`config.mk`:
```
export PLATFORM = sky130hd
export DESIGN_NAME = ivl_uvm_ovl_dec_ctrl
export DESIGN_NICKNAME = d
export VERILOG_FILES = /design/src/rtl/ivl_uvm_ovl_dec_pkg.sv /design/src/rtl/ivl_uvm_ovl_rr_arb.sv /design/src/rtl/ivl_uvm_ovl_dec_ctrl.sv
export SDC_FILE = /design/constraint.sdc
export NUM_CORES = 1
export LEC_CHECK = 0
export BUFFER_PORTS_ARGS = -buffer_cell sky130_fd_sc_hd__buf_2
export CAP_MARGIN = 30
export CORE_AREA = 3 3 40 42
export DETAILED_ROUTE_END_ITERATION = 7
export DIE_AREA = 0 0 43 45
export PLACE_DENSITY = 0.71
export SYNTH_ARGS = -nofsm -noshare
export SYNTH_HDL_FRONTEND = slang
export SYNTH_SLANG_ARGS = --single-unit
```
`constraint.sdc`:
```
create_clock -name clock -period 1.6 [get_ports clock]
set_input_delay 0.24 -clock clock [delete_from_list [all_inputs] [get_ports clock]]
set_output_delay 0.24 -clock clock [all_outputs]
set_load 0.1 [all_outputs]
```
`src/rtl/ivl_uvm_ovl_dec_pkg.sv`:
```
// Shared types and helpers for the countdown sequencer that feeds the
// decrement-style OVL checkers.
package ivl_uvm_ovl_dec_pkg;

  typedef enum logic [1:0] {IDLE, LOAD, RUN, DONE} dec_state_e;

  // Index width that stays at least one bit for a two-requester build.
  function automatic int unsigned clog2_min1(input int unsigned n);
    if (n <= 32'd2) begin
      return 32'd1;
    end
    return $clog2(n);
  endfunction

endpackage

```
`src/rtl/ivl_uvm_ovl_rr_arb.sv`:
```
// Combinational round-robin picker: first set request at or after rr_ptr,
// wrapping around the requester ring.
module ivl_uvm_ovl_rr_arb
  import ivl_uvm_ovl_dec_pkg::*;
#(
  parameter int unsigned NUM_REQ = 2,
  localparam int unsigned IdW = clog2_min1(NUM_REQ)
) (
  input  logic [NUM_REQ-1:0] req,
  input  logic [IdW-1:0]     rr_ptr,
  output logic               any_req,
  output logic [IdW-1:0]     winner
);

  always_comb begin
    int unsigned idx;
    idx     = 0;
    any_req = 1'b0;
    winner  = '0;
    for (int unsigned k = 0; k < NUM_REQ; k++) begin
      idx = (32'(rr_ptr) + k) % NUM_REQ;
      if (!any_req && req[idx]) begin
        any_req = 1'b1;
        winner  = IdW'(idx);
      end
    end
  end

endmodule

```
`src/rtl/ivl_uvm_ovl_dec_ctrl.sv`:
```
// Countdown sequencer shared by NUM_REQ requesters; drives a monotonically
// decrementing count qualified by chk_en for OVL decrement checkers.
module ivl_uvm_ovl_dec_ctrl
  import ivl_uvm_ovl_dec_pkg::*;
#(
  parameter int unsigned WIDTH   = 4,
  parameter int unsigned NUM_REQ = 2,
  parameter int unsigned STEP    = 1,
  localparam int unsigned IdW    = clog2_min1(NUM_REQ)
) (
  input  logic                     clock,
  input  logic                     reset,
  input  logic [NUM_REQ-1:0]       req,
  input  logic [NUM_REQ*WIDTH-1:0] req_val,
  input  logic                     hold,
  input  logic                     abort,
  output logic [NUM_REQ-1:0]       gnt,
  output logic [IdW-1:0]           gnt_id,
  output logic [WIDTH-1:0]         count,
  output logic                     chk_en,
  output logic                     busy,
  output logic                     done
);

  localparam logic [WIDTH-1:0] StepW = WIDTH'(STEP);

  dec_state_e       state_q, state_d;
  logic [IdW-1:0]   rr_ptr_q, rr_ptr_d;
  logic [IdW-1:0]   gnt_id_q, gnt_id_d;
  logic [WIDTH-1:0] count_q, count_d;
  logic [IdW-1:0]   winner;
  logic [WIDTH-1:0] win_val;
  logic             any_req;

  ivl_uvm_ovl_rr_arb #(
    .NUM_REQ (NUM_REQ)
  ) u_arb (
    .req     (req),
    .rr_ptr  (rr_ptr_q),
    .any_req (any_req),
    .winner  (winner)
  );

  always_comb begin
    win_val = '0;
    for (int i = 0; i < NUM_REQ; i++) begin
      if (winner == IdW'(i)) begin
        win_val = req_val[i*WIDTH +: WIDTH];
      end
    end
  end

  always_ff @(posedge clock) begin
    if (reset) begin
      state_q  <= IDLE;
      rr_ptr_q <= '0;
      gnt_id_q <= '0;
      count_q  <= '0;
    end else begin
      state_q  <= state_d;
      rr_ptr_q <= rr_ptr_d;
      gnt_id_q <= gnt_id_d;
      count_q  <= count_d;
    end
  end

  always_comb begin
    state_d = state_q;
    unique case (state_q)
      IDLE: if (any_req) state_d = LOAD;
      LOAD: state_d = (count_q == '0) ? DONE : RUN;
      RUN: begin
        if (abort) begin
          state_d = IDLE;
        end else if (!hold && (count_q <= StepW)) begin
          state_d = DONE;
        end
      end
      DONE: state_d = IDLE;
      default: state_d = IDLE;
    endcase
  end

  // Counter and ownership bookkeeping; the last step saturates at zero.
  always_comb begin
    count_d  = count_q;
    gnt_id_d = gnt_id_q;
    rr_ptr_d = rr_ptr_q;
    unique case (state_q)
      IDLE: begin
        if (any_req) begin
          gnt_id_d = winner;
          count_d  = win_val;
        end
      end
      LOAD: begin
        rr_ptr_d = (gnt_id_q == IdW'(NUM_REQ - 1)) ? '0 : gnt_id_q + IdW'(1);
      end
      RUN: begin
        if (abort) begin
          count_d = '0;
        end else if (!hold) begin
          count_d = (count_q > StepW) ? count_q - StepW : '0;
        end
      end
      default: ;
    endcase
  end

  always_comb begin
    gnt = '0;
    if (state_q == LOAD) begin
      gnt[gnt_id_q] = 1'b1;
    end
    gnt_id = gnt_id_q;
    count  = count_q;
    chk_en = (state_q == RUN);
    busy   = (state_q != IDLE);
    done   = (state_q == DONE);
  end

endmodule

```
Word-level counts from Yosys, hierarchy flattened
Cells that the tools add are included.

Flip-flop bits (word level): 8. Bits in latches: 0. Memory bits (writable): 0. Bits in read-only memories: 0. Input bits: 14. Memories: 0.

$add $sub $neg: 3. Multiply operators: 0. Divide/modulo/power cells: 0. Magnitude comparators: 6. Equal/unequal tests: 6. Shift operators: 0. Multiplexer cells: 23. Bitwise logic cells: 0. Reduce and logical (&&, ||, !) cells: 12.

Operator list (count): $mux W4 (5); $mux W1 (11); $mux W2 (4); $pmux W2 S4 (1); $pmux W4 S2 (1); $lt A1 B2 Y1 const B (3); $eq A2 B2 Y1 const B (2); $gt A4 B1 Y1 const B (1); $le A4 B1 Y1 const B (1); $logic_not A4 Y1 (1); $reduce_and A2 Y1 (2); $reduce_bool A2 Y1 (2); $sub A4 B1 Y4 const B (1); $logic_and A1 B1 Y1 (3); $ne A3 B2 Y1 const B (1); $ne A3 B3 Y1 const B (1); $reduce_and A3 Y1 (1); $add A1 B1 Y1 const B (2); $eq A2 B1 Y1 const B (1); $logic_not A1 Y1 (2); $logic_not A2 Y1 (1); $ne A2 B2 Y1 const B (1); $demux W1 S1 (1); $ge A1 B1 Y1 const B (1).

Depth between registers and ports, before layout
Depth after elaboration: 9. Gate-level depth with buffers: 6.

Hierarchy
A second synthesis with hierarchy kept.

Cells, all modules: 67. Area, all modules: 529.3 µm².

Modules (own cells, without submodules): ivl_uvm_ovl_dec_ctrl (instances 1, cells an instance 64, area each 511.7 µm², sequential area each 160.2 µm²); ivl_uvm_ovl_rr_arb (instances 1, cells an instance 3, area each 17.5 µm², sequential area each 0.0 µm²).

Worst setup path after synthesis
No wires, ideal clock.

Path type: register to output. Start point: reg gnt_id_q (netlist: gnt_id). End point: out gnt[1]. Arrival: 2.347 ns. Required time: 1.360 ns. Setup slack: -0.987 ns. Cell stages (with the launch flop): 3. Path buffers: 0. Cells stage by stage: dfxtp_1 -> inv_1 -> nor2_1.

Cells in the longest elaborated chain, start to end: 5.

RTL lines: start, declared (line ivl_uvm_ovl_dec_ctrl.sv:29) `logic [IdW-1:0] gnt_id_q, gnt_id_d;`; start signal, assigned (line ivl_uvm_ovl_dec_ctrl.sv:62) `gnt_id_q <= gnt_id_d;`; $lt A1 B2 Y1 (implied by the code) or $ge A1 B1 Y1 (tied branches) (line ivl_uvm_ovl_dec_ctrl.sv:113) `gnt[gnt_id_q] = 1'b1;`; $logic_and A1 B1 Y1 (implied by the code) (line ivl_uvm_ovl_dec_ctrl.sv:113); $mux W1 (implied by the code) (line ivl_uvm_ovl_dec_ctrl.sv:113); $demux W1 S1 (*) (line ivl_uvm_ovl_dec_ctrl.sv:113); $mux W2 (*) (line ivl_uvm_ovl_dec_ctrl.sv:112) `if (state_q == LOAD) begin`; end, declared (line ivl_uvm_ovl_dec_ctrl.sv:17) `output logic [NUM_REQ-1:0] gnt,`.

Every way passes the cells marked *; elsewhere a longest branch is shown, timed or not.

Worst setup path in the final report
Start point: reg state_q[1]. End point: out done.

Cells in the longest elaborated chain, start to end: 1.

RTL lines: start, declared (line ivl_uvm_ovl_dec_ctrl.sv:27) `dec_state_e state_q, state_d;`; start signal, assigned (line ivl_uvm_ovl_dec_ctrl.sv:60) `state_q <= state_d;`; $eq A2 B2 Y1 (line ivl_uvm_ovl_dec_ctrl.sv:119) `done = (state_q == DONE);`; end, declared (line ivl_uvm_ovl_dec_ctrl.sv:22) `output logic done`.

Every way passes these cells.

==> results.toml <==
[run_status]
status = "completed"

[floorplan]
die_width_um = 43
start_util_pct = 44.4
core_um2 = 1280
die_h_um = 45
dieArea_um2 = 1940
io_pins = 24
row_count = 13

[route]
first_pass_iters = 4
ant_nets = 0
vias = 600
first_iter_violations = 11
wl_per_cell_um = 12.6
drc = 0
viasPerCell = 5.36
totalWireLength_um = 1410

[power_and_ir_drop]
share_comb_of_total_power_pct = 60.0
share_seq_of_total_power_pct = 25.4
clkPwrFrac_pct = 14.7
switching_share_pct = 53.0
power.leakage_nw = 0.368
power_density_nw_per_um2 = 1440
intPower_mw = 0.552
power_mw = 1.17
max-vdd-ir-drop_mv = 0.759
p_sw_mw = 0.622

[global_routing]
antenna_found_initial = 0
grt_max_degree = 11
grt_first_pass_wirelength_um = 2490
gr-usage-all-layers_pct = 17.3
grt_pass1_vias = 556
grt_overflow_total = 0

[timing]
clock_skew_ns = 0.0100
hold_viol_final = 0
worst_pin_slew_ns = 0.485
slew_headroom_pct = 67.9
fmax_mhz = 658
slew_viol_final = 0
min_period_ns = 1.52
min_period_over_period_pct = 95.0
finalSetupViolCount = 0

[clock_tree]
postCtsSetupBuffers = 0
clk_pin_slew_worst_paths_ns = 0.05
ctsHtreeMaxLevel = 1
cts_tree = "built"
cts.sinks = 8
cts_buffers = 3
cts_buffer_depth = 2
cts_root_buf = "clkbuf_4"
insertion_delay_ns = 0.26
hold_buffers = 0

[hold_path]
hold_path_class = "in -> reg"
whs_path_depth = 2
holdPathEnd = "rr_ptr_q$_SDFFE_PP0P_"
worstHoldStart = "reset"

[synth]
seq_area_frac_synth_pct = 28.1
ys_ff_latch = 8
netlist_instances = 72
synth-edff-count = 0
yosys_warnings = 0
syn_area_per_cell_um2 = 7.92
ys_types = 30
syn-num-nets = 88
syn-cell-area_um2 = 571
synth_flop_cell = "dfxtp_1"
ys_async_sr_fraction_pct = 0

[place]
dp.cells = 108
io_buffers = 23
place_congestion = 0.878
dp_hpwl_um = 1120
postPlaceCellArea_um2 = 782

[layout]
area_growth_syn_to_layout_pct = 43.2
utilization_pct = 63.6
layout-drive-gt1-share_pct = 41.2
final_common_cell = "buf_2"
final-instance-count-excl-fill = 112
fillCellCount = 107
layout_common_cells = "buf_2, inv_1, o21ai_0, a21oi_1"
antenna_cells = 0
stdcell_area_um2 = 817
fin_nets = 114

[critical_path]
critPathKind = "reg -> out"
r2r-end = "count[3]$_SDFFE_PP0P_"
cp.arrival_ns = 1.28
rr_startpoint = "count[1]$_SDFFE_PP0P_"
r2r_cells = 6
rrSetupSlack_ns = 0.14
cp_max_fo = 6
startpoint_type = "register"
cp_data_required_time_ns = 1.36
cp-startpoint = "state_q[1]$_SDFFE_PP0P_"
cp-end-kind = "output pin"

[job]
max-cap-violations = 0
-- worst max-delay path by stage --
stage / slack [ns] / cells past startpoint / to
after CTS: 0.03 / 6 / count[3]$_SDFFE_PP0P_
after global placement: 0.08 / 6 / count[3]$_SDFFE_PP0P_
final: 0.08 / 2 / done
after detailed placement: 0.05 / 6 / count[3]$_SDFFE_PP0P_
after global routing: -0.0005 / 6 / count[3]$_SDFFE_PP0P_
after floorplan: 0.007 / 2 / gnt[1]
-- layout make-up --
type                       count  area, µm²  share of cell area (%)
tap                           15       18.8                    2.30
sequential                     8        171                    21.0
multi-input combinational     53        392                    47.9
inverter                       9       33.8                    4.13
clock buffer                   4       26.3                    3.22
timing repair buffer          23        175                    21.4
-- kinds of logic after synthesis --
kind of cell	after synthesis	synth area share (%)
and+or+nand+nor	25	26.5
AOI/OAI and AO/OA	26	33.6
buffers and inverters	11	7.46
DFF	8	28.1
adders and majority gates	2	4.39
-- stage by stage --
stage               setup WS, ns  setup TNS (ns)  hold slack [ns]
detailed placement        0.0492               0            0.463
CTS                       0.0326               0            0.202
floorplan                0.00680               0            0.305
global placement          0.0836               0            0.469
finish                    0.0807               0            0.211
global route           -0.000519       -0.000519            0.219
-- state kept, by name, indices dropped and copies added, names as in the netlist --
name / cells
count: 4
gnt_id: 1
rr_ptr_q: 1
state_q: 2
-- layer usage --
layer / vias up / track usage [%] / routed length, µm
li1: 306 / - / -
met1: 264 / 22.8 / 614
met2: 25 / 26.0 / 653
met3: 5 / 5.18 / 123
met4: 0 / 8.43 / 18
met5: - / 0 / 0
-- power by group through the flow --
stage | combinational [mW] | sequential (mW) | clock (mW)
floorplan | 0.373 | 0.455 | 0
global placement | 0.692 | 0.296 | 0
detailed placement | 0.700 | 0.300 | 0
CTS | 0.702 | 0.295 | 0.177
global route | 0.753 | 0.308 | 0.184
finish | 0.704 | 0.298 | 0.172
-- critical path, stage by stage (launching register included) --
cell,delay (ns)
dfxtp_1,0.44
and2_1,0.16
buf_2,0.42
-- synth_stat cells, drive strengths merged, types with 2 or more instances --
cell type / instances / area share [%]
a211o: 2 / 3.1
a21boi: 2 / 2.6
a21oi: 5 / 4.4
a32o: 2 / 3.5
and2: 3 / 3.3
and3: 3 / 3.3
dfxtp: 8 / 28
ha: 2 / 4.4
inv: 9 / 5.9
nand2b: 5 / 6.8
nand4: 2 / 2.2
nor2: 7 / 5.0
o211ai: 2 / 2.6
o21a: 2 / 2.6
o21ai: 7 / 6.1
-- timing repair --
item / CTS / global route
resized for setup: 0 / 1
endpoints found under the setup margin: 0 / 2
endpoints found under the hold margin: 0 / 0
Note: power is estimated with default switching activity, not from simulation.
